--- src/rtl/md5_cmd_parser.sv ---
// Host command framer between the UART and the md5 core: loads the target hash,
// streams candidate strings and queues one-byte ACK/NAK responses to the transmitter.
module md5_cmd_parser #(
  parameter int MAX_LEN        = 55,
  parameter int TIMEOUT_CYCLES = 9600
) (
  input  logic         clk,
  input  logic         reset,
  input  logic         rx_data_ready,
  input  logic [7:0]   rx_data,
  input  logic         tx_busy,
  output logic         tx_start,
  output logic [7:0]   tx_data,
  output logic [127:0] target_hash,
  output logic         target_valid,
  output logic [7:0]   msg_data,
  output logic         msg_valid,
  output logic         msg_last,
  input  logic         msg_ready,
  output logic         msg_abort,
  output logic         err_sticky
);

  localparam logic [7:0] CMD_SET_HASH = 8'h01;
  localparam logic [7:0] CMD_SEND_STR = 8'h02;
  localparam logic [7:0] CMD_PING     = 8'h03;
  localparam logic [7:0] RSP_NAK      = 8'hEE;
  localparam int         TW           = $clog2(TIMEOUT_CYCLES + 1);

  typedef enum logic [2:0] {
    S_IDLE,
    S_HASH,
    S_LEN,
    S_STR,
    S_DRAIN
  } state_t;

  state_t         state_q, state_d;
  logic [7:0]     byte_cnt_q, byte_cnt_d;
  logic [7:0]     len_q, len_d;
  logic [119:0]   shadow_q, shadow_d;
  logic [127:0]   target_hash_q, target_hash_d;
  logic           target_valid_q, target_valid_d;
  logic           hold_valid_q, hold_valid_d;
  logic [7:0]     hold_data_q, hold_data_d;
  logic           hold_last_q, hold_last_d;
  logic           msg_abort_q, msg_abort_d;
  logic           err_q;
  logic           err_set;
  logic [TW-1:0]  tmo_cnt_q, tmo_cnt_d;
  logic           tmo_fire;
  logic           rsp_push;
  logic [7:0]     rsp_data;

  // Response FIFO: two entries, pointer-addressed
  logic [7:0]     fifo_mem_q [2];
  logic           wr_ptr_q, rd_ptr_q;
  logic [1:0]     count_q;
  logic [1:0]     start_hist_q;
  logic           fifo_wr, fifo_pop, fifo_drop;

  assign fifo_pop  = (count_q != 2'd0) && !tx_busy && (start_hist_q == 2'b00);
  assign fifo_wr   = rsp_push && ((count_q != 2'd2) || fifo_pop);
  assign fifo_drop = rsp_push && !fifo_wr;

  assign tx_start     = fifo_pop;
  assign tx_data      = fifo_pop ? fifo_mem_q[rd_ptr_q] : 8'h00;
  assign target_hash  = target_hash_q;
  assign target_valid = target_valid_q;
  assign msg_data     = hold_data_q;
  assign msg_valid    = hold_valid_q;
  assign msg_last     = hold_valid_q & hold_last_q;
  assign msg_abort    = msg_abort_q;
  assign err_sticky   = err_q;

  // Timeout only runs while a command is partially received
  assign tmo_fire = (state_q == S_HASH || state_q == S_LEN || state_q == S_STR) &&
                    !rx_data_ready && (tmo_cnt_q == TW'(TIMEOUT_CYCLES));

  always_comb begin
    state_d        = state_q;
    byte_cnt_d     = byte_cnt_q;
    len_d          = len_q;
    shadow_d       = shadow_q;
    target_hash_d  = target_hash_q;
    target_valid_d = 1'b0;
    hold_valid_d   = hold_valid_q;
    hold_data_d    = hold_data_q;
    hold_last_d    = hold_last_q;
    msg_abort_d    = 1'b0;
    err_set        = 1'b0;
    rsp_push       = 1'b0;
    rsp_data       = 8'h00;
    tmo_cnt_d      = '0;

    if (state_q == S_HASH || state_q == S_LEN || state_q == S_STR) begin
      tmo_cnt_d = rx_data_ready ? '0 : tmo_cnt_q + 1'b1;
    end

    if (hold_valid_q && msg_ready) begin
      hold_valid_d = 1'b0;
    end

    case (state_q)
      S_IDLE: begin
        if (rx_data_ready) begin
          case (rx_data)
            CMD_SET_HASH: begin
              state_d    = S_HASH;
              byte_cnt_d = 8'd0;
            end
            CMD_SEND_STR: state_d = S_LEN;
            CMD_PING: begin
              rsp_push = 1'b1;
              rsp_data = CMD_PING;
            end
            default: begin
              rsp_push = 1'b1;
              rsp_data = RSP_NAK;
              err_set  = 1'b1;
            end
          endcase
        end
      end

      S_HASH: begin
        if (rx_data_ready) begin
          shadow_d   = {shadow_q[111:0], rx_data};
          byte_cnt_d = byte_cnt_q + 8'd1;
          if (byte_cnt_q == 8'd15) begin
            // Whole hash is committed at once so target_hash never shows a partial load
            target_hash_d  = {shadow_q, rx_data};
            target_valid_d = 1'b1;
            rsp_push       = 1'b1;
            rsp_data       = CMD_SET_HASH;
            state_d        = S_IDLE;
          end
        end else if (tmo_fire) begin
          rsp_push = 1'b1;
          rsp_data = RSP_NAK;
          err_set  = 1'b1;
          state_d  = S_IDLE;
        end
      end

      S_LEN: begin
        if (rx_data_ready) begin
          if (rx_data == 8'd0 || rx_data > 8'(MAX_LEN)) begin
            rsp_push = 1'b1;
            rsp_data = RSP_NAK;
            err_set  = 1'b1;
            state_d  = S_IDLE;
          end else begin
            len_d      = rx_data;
            byte_cnt_d = 8'd0;
            state_d    = S_STR;
          end
        end else if (tmo_fire) begin
          rsp_push = 1'b1;
          rsp_data = RSP_NAK;
          err_set  = 1'b1;
          state_d  = S_IDLE;
        end
      end

      S_STR: begin
        if (rx_data_ready) begin
          // A byte freed by a handshake in this same cycle is not an overflow
          if (hold_valid_q && !msg_ready) begin
            hold_valid_d = 1'b0;
            hold_data_d  = 8'h00;
            hold_last_d  = 1'b0;
            msg_abort_d  = 1'b1;
            rsp_push     = 1'b1;
            rsp_data     = RSP_NAK;
            err_set      = 1'b1;
            state_d      = S_IDLE;
          end else begin
            hold_valid_d = 1'b1;
            hold_data_d  = rx_data;
            hold_last_d  = (byte_cnt_q + 8'd1 == len_q);
            byte_cnt_d   = byte_cnt_q + 8'd1;
            if (byte_cnt_q + 8'd1 == len_q) begin
              state_d = S_DRAIN;
            end
          end
        end else if (tmo_fire) begin
          hold_valid_d = 1'b0;
          hold_data_d  = 8'h00;
          hold_last_d  = 1'b0;
          msg_abort_d  = 1'b1;
          rsp_push     = 1'b1;
          rsp_data     = RSP_NAK;
          err_set      = 1'b1;
          state_d      = S_IDLE;
        end
      end

      S_DRAIN: begin
        if (!hold_valid_q || msg_ready) begin
          rsp_push = 1'b1;
          rsp_data = CMD_SEND_STR;
          state_d  = S_IDLE;
        end
      end

      default: state_d = S_IDLE;
    endcase
  end

  always_ff @(posedge clk) begin
    if (reset) begin
      state_q        <= S_IDLE;
      byte_cnt_q     <= 8'd0;
      len_q          <= 8'd0;
      shadow_q       <= '0;
      target_hash_q  <= '0;
      target_valid_q <= 1'b0;
      hold_valid_q   <= 1'b0;
      hold_data_q    <= 8'h00;
      hold_last_q    <= 1'b0;
      msg_abort_q    <= 1'b0;
      err_q          <= 1'b0;
      tmo_cnt_q      <= '0;
    end else begin
      state_q        <= state_d;
      byte_cnt_q     <= byte_cnt_d;
      len_q          <= len_d;
      shadow_q       <= shadow_d;
      target_hash_q  <= target_hash_d;
      target_valid_q <= target_valid_d;
      hold_valid_q   <= hold_valid_d;
      hold_data_q    <= hold_data_d;
      hold_last_q    <= hold_last_d;
      msg_abort_q    <= msg_abort_d;
      err_q          <= err_q | err_set | fifo_drop;
      tmo_cnt_q      <= tmo_cnt_d;
    end
  end

  for (genvar gi = 0; gi < 2; gi++) begin : g_fifo
    always_ff @(posedge clk) begin
      if (reset) begin
        fifo_mem_q[gi] <= 8'h00;
      end else if (fifo_wr && (wr_ptr_q == 1'(gi))) begin
        fifo_mem_q[gi] <= rsp_data;
      end
    end
  end

  // start_hist_q blocks a new start for two cycles while tx_busy catches up
  always_ff @(posedge clk) begin
    if (reset) begin
      wr_ptr_q     <= 1'b0;
      rd_ptr_q     <= 1'b0;
      count_q      <= 2'd0;
      start_hist_q <= 2'b00;
    end else begin
      if (fifo_wr) wr_ptr_q <= ~wr_ptr_q;
      if (fifo_pop) rd_ptr_q <= ~rd_ptr_q;
      count_q      <= count_q + {1'b0, fifo_wr} - {1'b0, fifo_pop};
      start_hist_q <= {start_hist_q[0], fifo_pop};
    end
  end

endmodule

--- config.mk ---
export PLATFORM = sky130hd
export DESIGN_NAME = md5_cmd_parser
export DESIGN_NICKNAME = d
export VERILOG_FILES = /design/src/rtl/md5_cmd_parser.sv
export SDC_FILE = /design/constraint.sdc
export NUM_CORES = 1
export LEC_CHECK = 0
export CORE_UTILIZATION = 28
export CTS_CLUSTER_DIAMETER = 50
export CTS_CLUSTER_SIZE = 14
export DETAILED_ROUTE_END_ITERATION = 6
export PLACE_DENSITY = 0.56
export SLEW_MARGIN = 25
export SYNTH_ARGS = -nofsm -noshare
export SYNTH_HDL_FRONTEND = slang
export SYNTH_SLANG_ARGS = --single-unit
--- constraint.sdc ---
create_clock -name clk -period 3.1 [get_ports clk]
set_clock_uncertainty 0.1 [all_clocks]
set_input_delay 0.31 -clock clk [delete_from_list [all_inputs] [get_ports clk]]
set_output_delay 0.31 -clock clk [all_outputs]
set_load 0.05 [all_outputs]
==> metrics.csv, run 1 <==
stage,metric,value,unit
worst_setup_path,r2r_slack,0.46,ns
power_and_ir_drop,p_int,0.007085,W
clocking,cts_tree,done,
worst_hold_path,min-delay-start,reset,
power_and_ir_drop,p_leak,4.891,nW
worst_setup_path,slowest_stage,or4_1,
finish,drive_gt1_share,7.940,%
finish,fin_cells,2112,
worst_setup_path,endpoint_kind,register,
worst_setup_path,path_cells,clkdlybuf4s50_1 -> or4_1 -> o311a_4 -> nor3_4 -> o41ai_4 -> ha_1 -> inv_1 -> ha_1 -> xor2_1 -> xnor2_1 -> nor2_1,
placed_design,hpwlAfterDp,20350,um
clocking,cts_setup_buffers,0,
floorplanning,die_y,204.2,um
timing,min_period_over_period,86.20,%
route,dr.pass1.iters,5,
timing,slew_headroom,33.84,%
finish,layout.nets,1576,
route,vias_per_cell,4.634,
finish,regArea,0.006206,mm^2
yosys,synth-edff-count,6,
timing,tightest_slew,0.9904,ns
global_routing,grt_max_degree,131,
yosys,yosys_warnings,0,
finish,antenna_cells,0,
clocking,htree_levels,2,
worst_setup_path,rr_endpoint,count_q[1],
finish,syn_to_final_growth,30.71,%
yosys,synth_area_leaders,"dfxtp_1 (53%), nand2_1 (17%), a21oi_1 (12%), clkbuf_1 (2.7%), edfxtp_1 (1.6%)",
worst_setup_path,reg2reg_from,tmo_cnt_q[0],
route,drtIter0Drc,502,
worst_setup_path,path_class,in2reg,
worst_setup_path,crit_path_max_fanout,3,
worst_setup_path,worst_setup_path_start_kind,input port,
route,drc,0,
yosys,avgSynthCellArea,8.013,um^2
placed_design,dp.cells,2043,
timing,period_needed,2.672,ns
global_routing,antenna_found_initial,0,
floorplanning,rows,73,
worst_hold_path,worstHoldPathType,in2reg,
floorplanning,core_area,0.04001,mm^2
route,wire_per_inst,15.09,um
global_routing,groute.usage.overall,15.24,%
global_routing,grt_util_met3,4.050,%
power_and_ir_drop,swShare,22.98,%
placed_design,globalplace.congestion,0.8191,
yosys,dominantRegCellSynth,dfxtp_1,
yosys,synth_top_area_cell,dfxtp_1,
clocking,hold_buffers,0,
worst_setup_path,rr_worst_depth,12,
global_routing,overflow,0,
timing,fmax,374.2,MHz
yosys,netlist_instances,1429,
power_and_ir_drop,peakVddDrop,0.3481,mV
finish,fill_cells,4186,
yosys,ys_ff_latch,307,
yosys,seq_area_frac_synth,54.20,%
route,drt_wl_total,31860,um
yosys,yosys.cell_types.count,59,
global_routing,grt_pass1_vias,9323,
yosys,syn_nets,1447,
power_and_ir_drop,p_sw,0.002114,W
clocking,cts_root_buf,clkbuf_16,
global_routing,grt_pass1_wl,50770,um
floorplanning,die_w,204.2,um
clocking,cts_buffers,38,
yosys,synthTopCellsByCount,"nand2_1 (524), dfxtp_1 (301), a21oi_1 (271), clkbuf_1 (82), nor2_1 (45)",
timing,hold_viol,0,
power_and_ir_drop,p_seq_share,43.8,%
floorplanning,die_area,0.04171,mm^2
clocking,path_clk_slew,0.06,ns
power_and_ir_drop,pwr-share-clk,51.7,%
yosys,synth_top_area_share,52.62,%
yosys,syn_area,0.01145,mm^2
clocking,clk_path_buf_depth,3,
power_and_ir_drop,combPwrFrac,4.5,%
global_routing,top_usage_layer,met2,
worst_setup_path,crit_arrival,2.99,ns
finish,finalInstanceArea,0.01497,mm^2
clocking,cts_sinks,307,
power_and_ir_drop,powerDensity,614.6,mW/mm^2
timing,drv_slew,0,
outcome,status,"finished, final reports clean",
clocking,clock_latency,0.54,ns
route,route.vias.total,9788,
worst_hold_path,whs_path_depth,2,
placed_design,port_buffers,161,
worst_setup_path,critPathRequiredTime,3.41,ns
finish,multi_input_area,0.004787,mm^2
floorplanning,io_pins,163,
timing,setup_viol,0,
global_routing,grt_use_met2,23.91,%
floorplanning,start_util,28.62,%
worst_setup_path,crit_top_cell,ha_1,
timing,rsz0062_at_grt,false,
yosys,ys_async_sr_fraction,0,%
worst_setup_path,worst_path_largest_cell_delay,0.58,ns
route,drtAntennaViolNets,0,
clocking,ctsResizeCount,0,
placed_design,post_dp_cell_area,0.01361,mm^2
global_routing,met1_usage,20.03,%
flow_run,drv_cap,0,
yosys,yosysMostFrequentCell,nand2_1,
==> cells in the final DEF (no fill, tap or decap), types with 3 or more instances in the layout <==
master,Yosys,layout
or4_1,3,3
nor2b_1,7,7
nand4b_1,3,3
nor4_1,3,3
clkinvlp_4,0,5
dfxtp_1,301,301
buf_4,5,36
inv_1,13,13
nand2_1,524,524
or3_1,3,3
and4_1,3,3
nor2_1,45,44
xnor2_1,9,9
nand4_1,5,5
a21oi_1,271,271
ha_1,5,5
inv_6,0,6
nor3b_1,4,4
nand3_1,13,11
mux2i_1,9,9
clkdlybuf4s50_1,0,152
and2_1,6,6
a31oi_1,6,6
clkbuf_8,0,3
xor2_1,16,16
edfxtp_1,6,6
nand2b_1,3,3
clkinv_2,0,6
o21ai_0,18,18
nor3_1,10,9
and3b_1,3,3
buf_12,0,5
and3_1,3,3
clkbuf_16,0,38
bufinv_16,0,7
==> critical path: cells and delay by family <==
family                   cells  cell delay [ns]
XOR/XNOR                     2             0.31
AND/OR/NAND/NOR              3             0.88
AO/OA/AOI/OAI                2             0.48
adder cells (fa/ha/maj)      2             0.45
buffers and inverters        2             0.55
==> layout make-up <==
type                    count  area share [%]
clock buffers              42           6.654
multi-input cells        1004           31.98
repair buffers            194           12.74
well taps                 525           4.389
clock inverters            27           2.449
flip-flops and latches    307           41.46
inverters                  13          0.3260
==> power groups by stage <==
stage	logic, W	clock network, W	registers (W)
3_5_place_dp	0.000416	0	0.00411
3_3_place_gp	0.000417	0	0.00411
2_1_floorplan	0.000286	0	0.00411
5_1_grt	0.000448	0.00508	0.00403
4_1_cts	0.000418	0.00491	0.00403
6_report	0.000413	0.00476	0.00403
==> how the worst max path moves through the flow <==
stage	start	endpoint	cells past startpoint
after floorplan	msg_valid	count_q[1]	10
after global placement	rx_data[3]	count_q[1]	11
after detailed placement	rx_data[3]	count_q[1]	11
after CTS	start_hist_q[1]	tx_data[3]	4
after global routing	tmo_cnt_q[0]	count_q[1]	12
final	rx_data[3]	count_q[1]	11
==> metrics by stage <==
step	power, W	TNS [ns]	util [%]	hold WS, ns	setup slack [ns]
global route	0.009557	0	37.41	0.1407	0.2923
CTS	0.009354	0	37.41	0.1207	0.3908
finish	0.009199	0	37.41	0.1424	0.4277
floorplan	0.004399	0	-	0.3322	0.4830
detailed placement	0.004529	-0.1270	34.01	0.3461	-0.1270
global placement	0.004529	-0.1552	34.01	0.3418	-0.1552
==> routing by layer <==
layer	up-vias	wire, um
met5	-	0
met4	0	918
met3	58	1688
met2	198	14320
met1	4591	14940
li1	4941	-
==> kinds of logic after synthesis <==
group | count (synthesis) | share of synthesized area (%)
adders and majority gates | 5 | 0.5463
and+or+nand+nor | 645 | 23.01
AOI/OAI and AO/OA | 318 | 15.06
xor gates and xnor gates | 25 | 1.912
other | 1 | 0.03275
DFF | 307 | 54.20
buffers and inverters | 118 | 4.327
muxes | 10 | 0.9178
==> sequential cells by signal (all words and copies together), names as in the netlist, 2 cells and up, named ones only <==
signal	count
fifo_mem_q	6
target_hash	128
byte_cnt_q	8
start_hist_q	2
len_q	8
count_q	2
shadow_q	120
msg_data	8
tmo_cnt_q	14
state_q	3
(Power assumes the default switching activity.)
==> run 2, diff against run 1 <==
--- a/config.mk
+++ b/config.mk
@@ -10,7 +10,6 @@
 export CTS_CLUSTER_SIZE = 14
 export DETAILED_ROUTE_END_ITERATION = 6
 export PLACE_DENSITY = 0.56
-export SLEW_MARGIN = 25
 export SYNTH_ARGS = -nofsm -noshare
 export SYNTH_HDL_FRONTEND = slang
 export SYNTH_SLANG_ARGS = --single-unit
==> results of run 2 <==
Final layout, timing and power as in run 1 (identical DEF).
